<file path="config.mk">
export PLATFORM = sky130hd
export DESIGN_NAME = hack_sequencer
export DESIGN_NICKNAME = d
export VERILOG_FILES = /design/src/rtl/hack_sequencer.sv
export SDC_FILE = /design/constraint.sdc
export NUM_CORES = 1
export LEC_CHECK = 0
export ABC_AREA = 1
export CORE_ASPECT_RATIO = 0.5
export CORE_MARGIN = 5
export CORE_UTILIZATION = 41
export DETAILED_ROUTE_END_ITERATION = 10
export PLACE_DENSITY = 0.84
export SLEW_MARGIN = 20
export SYNTH_ARGS = -nofsm -noshare
export SYNTH_HDL_FRONTEND = slang
export SYNTH_SLANG_ARGS = --single-unit
</file>
<file path="constraint.sdc">
create_clock -name clk -period 2.2 [get_ports clk]
set_clock_uncertainty 0.05 [all_clocks]
set_input_delay 0.22 -clock clk [delete_from_list [all_inputs] [get_ports clk]]
set_output_delay 0.22 -clock clk [all_outputs]
set_load 0.01 [all_outputs]
</file>
<file path="src/rtl/hack_sequencer.sv">
// hack_sequencer: multi-cycle control sequencer for the Hack CPU datapath.
// Fetches over a ROM req/valid handshake, accesses data memory over a
// req/ack handshake, and drives the datapath enables one phase at a time.
// A per-wait watchdog forces ERR when a handshake stalls TIMEOUT cycles.
// Optional feature macro: HACK_SEQ_PERF_CNT_EN enables the retired
// instruction counter on instr_count (tied to 0 otherwise).
//
// Handshake semantics: a request (rom_req, mem_rd_req, mem_wr_req) is a
// level asserted from state entry up to and including the cycle in which
// its completion (rom_valid / mem_ack) is seen; completion is accepted in
// that same cycle, the load pulse fires in it, and the state advances on
// the following edge. A completion seen outside its matching state is ignored.
module hack_sequencer #(
    parameter int TIMEOUT = 255
) (
    input  logic        clk,
    input  logic        rst,
    input  logic        run,
    input  logic        halt_req,
    input  logic [15:0] instr,
    input  logic        rom_valid,
    input  logic        mem_ack,
    input  logic        Zy,
    input  logic        Cy,
    output logic        rom_req,
    output logic        ir_load,
    output logic        mem_rd_req,
    output logic        mdr_load,
    output logic        mem_wr_req,
    output logic        we_a,
    output logic        we_d,
    output logic        we_m,
    output logic        a_imm,
    output logic        a,
    output logic        PC_e,
    output logic        pc_load,
    output logic        halted,
    output logic        err,
    output logic        busy,
    output logic [31:0] instr_count,
    output logic [2:0]  dbg_state
);

    typedef enum logic [2:0] {
        S_IDLE   = 3'd0,
        S_FETCH  = 3'd1,
        S_MREAD  = 3'd2,
        S_MWRITE = 3'd3,
        S_EXEC   = 3'd4,
        S_HALT   = 3'd5,
        S_ERR    = 3'd6
    } state_t;

    // Last wait count before the watchdog fires; ERR follows TIMEOUT stalled cycles.
    localparam logic [7:0] WAIT_LAST = 8'(TIMEOUT - 1);

    state_t      state_q;
    state_t      state_d;
    logic [15:0] ir_q;
    logic [7:0]  wait_q;
    logic        wait_last;
    logic        waiting;
    logic        jump;
    logic        unused_ir_bits;

    assign wait_last = (wait_q == WAIT_LAST);
    assign waiting   = (state_q == S_FETCH) || (state_q == S_MREAD) || (state_q == S_MWRITE);
    assign dbg_state = state_q;

    // Jump only for C-instructions; flags are sampled live during EXEC.
    assign jump = ir_q[15] & ((ir_q[2] & Cy) | (ir_q[1] & Zy) | (ir_q[0] & ~Cy & ~Zy));

    // IR bits not involved in sequencing (ALU function and A/C filler bits).
    assign unused_ir_bits = ^{ir_q[14:13], ir_q[11:6]};

    // State register.
    always_ff @(posedge clk or posedge rst) begin
        if (rst) state_q <= S_IDLE;
        else     state_q <= state_d;
    end

    // Next-state logic; a completing handshake takes priority over the watchdog.
    always_comb begin
        state_d = state_q;
        case (state_q)
            S_IDLE:   if (run) state_d = S_FETCH;
            S_FETCH: begin
                if (rom_valid) begin
                    if (!instr[15])     state_d = S_EXEC;
                    else if (instr[12]) state_d = S_MREAD;
                    else if (instr[3])  state_d = S_MWRITE;
                    else                state_d = S_EXEC;
                end else if (wait_last) begin
                    state_d = S_ERR;
                end
            end
            S_MREAD: begin
                if (mem_ack)        state_d = ir_q[3] ? S_MWRITE : S_EXEC;
                else if (wait_last) state_d = S_ERR;
            end
            S_MWRITE: begin
                if (mem_ack)        state_d = S_EXEC;
                else if (wait_last) state_d = S_ERR;
            end
            S_EXEC:   state_d = halt_req ? S_HALT : S_FETCH;
            S_HALT:   if (run && !halt_req) state_d = S_FETCH;
            S_ERR:    state_d = S_ERR;
            default:  state_d = S_IDLE;
        endcase
    end

    // IR capture on fetch completion and watchdog counter (cleared on every state entry).
    always_ff @(posedge clk or posedge rst) begin
        if (rst) begin
            ir_q   <= 16'h0000;
            wait_q <= 8'h00;
        end else begin
            if (state_q == S_FETCH && rom_valid) ir_q <= instr;
            if (state_d != state_q) wait_q <= 8'h00;
            else if (waiting)       wait_q <= wait_q + 8'd1;
        end
    end

    // Output decode per phase; everything defaults low.
    always_comb begin
        rom_req    = 1'b0;
        ir_load    = 1'b0;
        mem_rd_req = 1'b0;
        mdr_load   = 1'b0;
        mem_wr_req = 1'b0;
        we_a       = 1'b0;
        we_d       = 1'b0;
        we_m       = 1'b0;
        a_imm      = 1'b0;
        a          = 1'b0;
        PC_e       = 1'b0;
        pc_load    = 1'b0;
        halted     = 1'b0;
        err        = 1'b0;
        busy       = 1'b0;
        case (state_q)
            S_FETCH: begin
                busy    = 1'b1;
                rom_req = 1'b1;
                ir_load = rom_valid;
            end
            S_MREAD: begin
                busy       = 1'b1;
                mem_rd_req = 1'b1;
                mdr_load   = mem_ack;
            end
            S_MWRITE: begin
                busy       = 1'b1;
                mem_wr_req = 1'b1;
                we_m       = 1'b1;
                a          = ir_q[12];
            end
            S_EXEC: begin
                busy = 1'b1;
                if (!ir_q[15]) begin
                    we_a  = 1'b1;
                    a_imm = 1'b1;
                    PC_e  = 1'b1;
                end else begin
                    we_a    = ir_q[5];
                    we_d    = ir_q[4];
                    a       = ir_q[12];
                    pc_load = jump;
                    PC_e    = ~jump;
                end
            end
            S_HALT:  halted = 1'b1;
            S_ERR:   err    = 1'b1;
            default: ;
        endcase
    end

`ifdef HACK_SEQ_PERF_CNT_EN
    logic [31:0] count_q;

    // Retired-instruction counter; advances at the end of each EXEC cycle, wraps naturally.
    always_ff @(posedge clk or posedge rst) begin
        if (rst)                  count_q <= 32'h0000_0000;
        else if (state_q == S_EXEC) count_q <= count_q + 32'd1;
    end

    assign instr_count = count_q;
`else
    assign instr_count = 32'h0000_0000;
`endif

endmodule

</file>
# Yosys cells after proc, flatten, opt, wreduce, memory -nomap -nowiden

Index checks and enable logic that the tools add are counted.

Register bits: 27
Output and inout port bits: 50
Logic and storage cells: 64

$add $sub $neg: 1
Equality and inequality tests: 8
Muxes and demuxes: 34
Bitwise operators: 10
Reductions and logical operators: 8

Operators with widths:

| kind                  | number |
|---|---|
| $mux W3               | 11 |
| $pmux W3 S7           | 1 |
| $mux W1               | 19 |
| $mux W8               | 2 |
| $eq A3 B3 Y1 const B  | 3 |
| $add A8 B1 Y8 const B | 1 |
| $eq A8 B8 Y1 const B  | 1 |
| $eq A3 B2 Y1 const B  | 2 |
| $and A1 B1 Y1         | 5 |
| $reduce_or A4 Y1      | 1 |
| $eq A3 B1 Y1 const B  | 1 |
| $logic_not A3 Y1      | 1 |
| $ne A3 B3 Y1          | 1 |
| $not A1 Y1            | 3 |
| $logic_and A1 B1 Y1   | 2 |
| $logic_or A1 B1 Y1    | 2 |
| $or A1 B1 Y1          | 2 |
| $pmux W1 S2           | 1 |
| $reduce_bool A2 Y1    | 1 |
| $logic_not A1 Y1      | 1 |

# Logic depth before layout (Yosys ltp)

Gate-level depths: netlist (run 1).

Word-level depth: 8
Gate-level depth with buffers: 13

# Least setup slack after synthesis (run 1)

Ideal clock, no wire load.

Path kind: register -> register
Start point: reg wait_q[0]
End point: reg wait_q[1]
Arrival: 1381 ps
Data required time: 2028 ps
Path slack: 647 ps
Cell stages (with the launch flop): 12
Buffers on the path: 0
Cell sequence: dfrtp_1 > inv_1 > ha_1 > nand2_1 > nor2_1 > nand2_1 > nand2_1 > nor2_1 > a211oi_2 > nor2_4 > nand2_4 > nor2_2

Cells in the longest elaborated chain, start to end: 6
Elaborated cells on any way between the ends: 11

Ends and longest elaborated chain:

| what                                          | RTL line    | source |
|---|---|---|
| from (decl)                                   | 60          | `logic [7:0] wait_q;` |
| from (signal assigned)                        | 120         | `else if (waiting) wait_q <= wait_q + 8'd1;` |
| $eq A8 B8 Y1                                  | 66          | `assign wait_last = (wait_q == WAIT_LAST);` |
| $mux W3                                       | 93, 99, 103 |  |
| $mux W3, on equally long branches             | 102, 88, 98 |  |
| $pmux W3 S7                                   | 85          | `case (state_q)` |
| $ne A3 B3 Y1                                  | 119         | `if (state_d != state_q) wait_q <= 8'h00;` |
| $mux W8 or $reduce_bool A2 Y1 (tied branches) | -           |  |

Parallel ways exist; a longest one is shown, timed or not. The select of a mux whose other input is x is not followed.
A chain may end at the register's enable or synchronous reset.

# Worst setup path after layout (run 1)

Start point: reg state_q[1], in the netlist dbg_state[1]
End point: out a

Cells in the longest elaborated chain, start to end: 2
Elaborated cells on any way between the ends: 3

Ends and longest elaborated chain:

| what                                         | RTL line | source |
|---|---|---|
| from (decl)                                  | 57       | `state_t state_q;` |
| from (signal assigned)                       | 79       | `else state_q <= state_d;` |
| $eq A3 B3 Y1 or $eq A3 B2 Y1 (tied branches) | 141      | `case (state_q)` |
| $pmux W1 S2 (*)                              | 141      |  |
| to (decl)                                    | 34       | `output logic a,` |

Every way passes the cells marked *; elsewhere a longest branch is shown, timed or not.

==> results.py, run 1 <==
metrics = {
    "cts": {
        "numClockSinks": 19,
        "cts_tree": "done",
        "hold_buffers": 0,
        "cts_max_level": 1,
        "clock_path_buffers": 2,
        "numCtsBuffers": 3,
        "cts.clk_slew.worst_paths_ps": 70,
        "cts-root-buf": "clkbuf_8",
        "clk_latency_ps": 260,
    },
    "synth": {
        "syn_avg_cell_area_um2": 7.71,
        "yosys.area.top_type": "dfrtp_1",
        "ys_seq_elements": 19,
        "postSynthCellCount": 196,
        "synth.area.top_cells": "dfrtp_1, buf_4, nand2_1",
        "synth_top_area_share_pct": 31.5,
        "yosys_warnings": 0,
        "synth_cell_type_count": 32,
        "netlist_area_um2": 1510,
        "synth_seq_area_share_pct": 31.5,
    },
    "floorplanning": {
        "die_y_um": 52.9,
        "start_util_pct": 43.3,
        "die_x_um": 95.9,
        "die-area_um2": 5070,
        "io_pins": 74,
        "core_um2": 3490,
        "row_count": 15,
    },
    "power": {
        "power.density_nw_per_um2": 1130,
        "irDropWorstVdd_mv": 0.338,
        "power_w": 0.00210,
        "leakagePower_nw": 0.878,
    },
    "critical_path": {
        "worst_setup_path_start_kind": "flop",
        "startpoint": "dbg_state[1]",
        "worstPathMaxFanout": 6,
        "rrSetupSlack_ps": 360,
        "path_common_cell": "nand2_1",
        "path_class": "flop to primary output",
        "critical_path.cell_chain": "inv_2 -> nand2_1 -> nor2_4 -> nand2_1 -> a21oi_1 -> clkdlybuf4s50_1",
        "rr_startpoint": "wait_q[0]",
        "critPathSlowestCell": "clkdlybuf4s50_1",
        "cpPeakStageDelay_ps": 550,
        "critPathRequiredTime_ps": 1930,
        "end_kind": "primary output",
        "cp_data_arrival_time_ps": 1830,
    },
    "final_layout": {
        "multi_input_area_um2": 805,
        "synthToLayoutAreaGrowth_pct": 22.9,
        "final_util_pct": 53.2,
        "drive_above_1_share_pct": 17.9,
        "seq_area_um2": 475,
        "nFillCells": 315,
        "final_nets": 262,
        "antennaDiodeCount": 0,
    },
    "grt": {
        "grt_max_degree": 20,
        "grt_pass1_wl_mm": 5.82,
        "antenna_found_initial": 0,
        "overflow": 0,
        "grt_use_total_pct": 15.2,
        "grt_pass1_vias": 1277,
    },
    "routing": {
        "routedWlPerCell_um": 12.4,
        "drc_errors": 0,
        "avgViaCountPerCell": 4.68,
        "dr.pass1.iters": 4,
        "antenna_left": 0,
        "dr_total_vias": 1338,
        "drt_iter0_drc": 53,
        "routed_wl_mm": 3.54,
    },
    "timing": {
        "tightest_slew_ps": 718,
        "layout_min_cycle_time_ps": 2100,
        "setup_viol": 0,
        "period_share_pct": 95.3,
        "hold_violations": 0,
        "relSlewSlack_pct": 52.1,
        "clock.fmax_mhz": 477,
        "hold_ws_ps": 331,
        "rsz0062_at_grt": "no",
        "drv_slew": 0,
    },
    "run": {
        "cap_violations": 0,
    },
    "placement": {
        "dpl.hpwl_mm": 2.82,
        "port-buffer-count": 33,
        "gp_congestion": 0.889,
    },
    "hold_path": {
        "hold_class": "input pin to asynchronous set/reset pin",
    },
    "run_status": {
        "outcome": "complete, no violations",
    },
}
## cells in the final DEF, fill, tap and decap left out
cell type / count
conb_1: 32
clkdlybuf4s50_1: 32
nand2_1: 31
inv_1: 20
dfrtp_1: 19
nor2_1: 17
o21ai_0: 10
nor2_2: 9
nand2_2: 7
nand4_1: 7
nand3_1: 6
buf_4: 6
xor2_1: 5
nand3_2: 4
a21oi_1: 4
nor2_4: 3
clkbuf_8: 3
inv_2: 2
xnor2_1: 2
ha_1: 2
a21oi_4: 1
clkinv_4: 1
a211oi_2: 1
clkinv_1: 1
o21ai_2: 1
nor3_1: 1
nand2_4: 1
nor3_2: 1
and2_1: 1
a32oi_1: 1
or2_2: 1
a221oi_2: 1
clkbuf_1: 1
dlygate4sd2_1: 1
## what timing repair did
item	CTS	global route
endpoints found under the hold margin	0	0
resized for setup	3	1
buffers inserted	0	0
setup endpoints to repair	1	1
## worst max-delay path: cells and delay by family, from the launching register on
kind | cells | cell delay [ps]
buffers and inverters | 2 | 690
DFF | 1 | 400
and+or+nand+nor | 3 | 330
AOI/OAI and AO/OA | 1 | 140
## final cells by class
type                    instances  share of cell area, %
inverters                      24                   5.12
repair buffers                 39                   20.1
flip-flops and latches         19                   25.6
clock buffers                   4                   2.42
well taps                      51                   3.43
multi-input cells             149                   43.3
## path summary, 6_finish.rpt
| kind | end | cells after the start |
|---|---|---|
| max | a | 6 |
| min | ir_q[15] | 2 |
| max reg2reg | wait_q[1] | 11 |
| min reg2reg | ir_q[4] | 2 |
| max in group asynchronous | wait_q[2] | 2 |
| min in group clk | ir_q[4] | 2 |
## metrics by stage
stage / setup slack, ps / cells / cell area [um^2] / setup TNS, ps
finish: 104 / 286 / 1860 / 0
global route: 34.1 / 286 / 1860 / 0
CTS: 83.9 / 286 / 1850 / 0
detailed placement: -45.3 / 282 / 1800 / -45.3
global placement: 152 / 282 / 1800 / 0
floorplan: 647 / 227 / 1630 / 0
## state kept, by name, indices dropped and copies added, names as in the netlist
| register | flops |
|---|---|
| ir_q | 8 |
| wait_q | 8 |
| dbg_state | 3 |
## kinds of logic after synthesis
family	Yosys count	synth area share [%]
other	1	0.248
flip-flops	19	31.5
adder cells (fa/ha/maj)	2	1.66
AO/OA/AOI/OAI	19	8.28
buffers and inverters	59	23.9
XOR/XNOR	7	4.06
AND/OR/NAND/NOR	89	30.4
## synth_stat cells (all sizes together)
library cell and count:
nor3 2, clkinv 2, or2 1, xnor2 2
a211oi 1, buf 34, o21ai 11, a221oi 1
xor2 5, conb 1, inv 22, a21oi 5
nand4 7, nor2 29, dfrtp 19, and2 1
ha 2, nand3 10, nand2 39, a32oi 1
clkbuf 1
## metal layers
layer  wire, um  vias up  global-route usage, %
li1           -      630                      -
met1       1320      613                   16.9
met2       1720       81                   27.7
met3        366       14                   4.12
met4        128        0                   6.60
met5          0        -                      0
## where the power goes
part / switching (W) / internal (W) / leakage [nW] / total (W)
logic: 0.000774 / 0.000535 / 0.608 / 0.00131
clock network: 0.000113 / 0.000129 / 0.0228 / 0.000242
registers: 0.0000866 / 0.000459 / 0.247 / 0.000545
Power figures use the tool's default switching activity.
==> inputs of run 2 (changes only) <==
--- a/config.mk
+++ b/config.mk
@@ -15,3 +15,4 @@
 export SYNTH_ARGS = -nofsm -noshare
 export SYNTH_HDL_FRONTEND = slang
 export SYNTH_SLANG_ARGS = --single-unit
+export TNS_END_PERCENT = 10
==> results of run 2 <==
No change in the layout: final DEF, timing and power equal those of run 1.
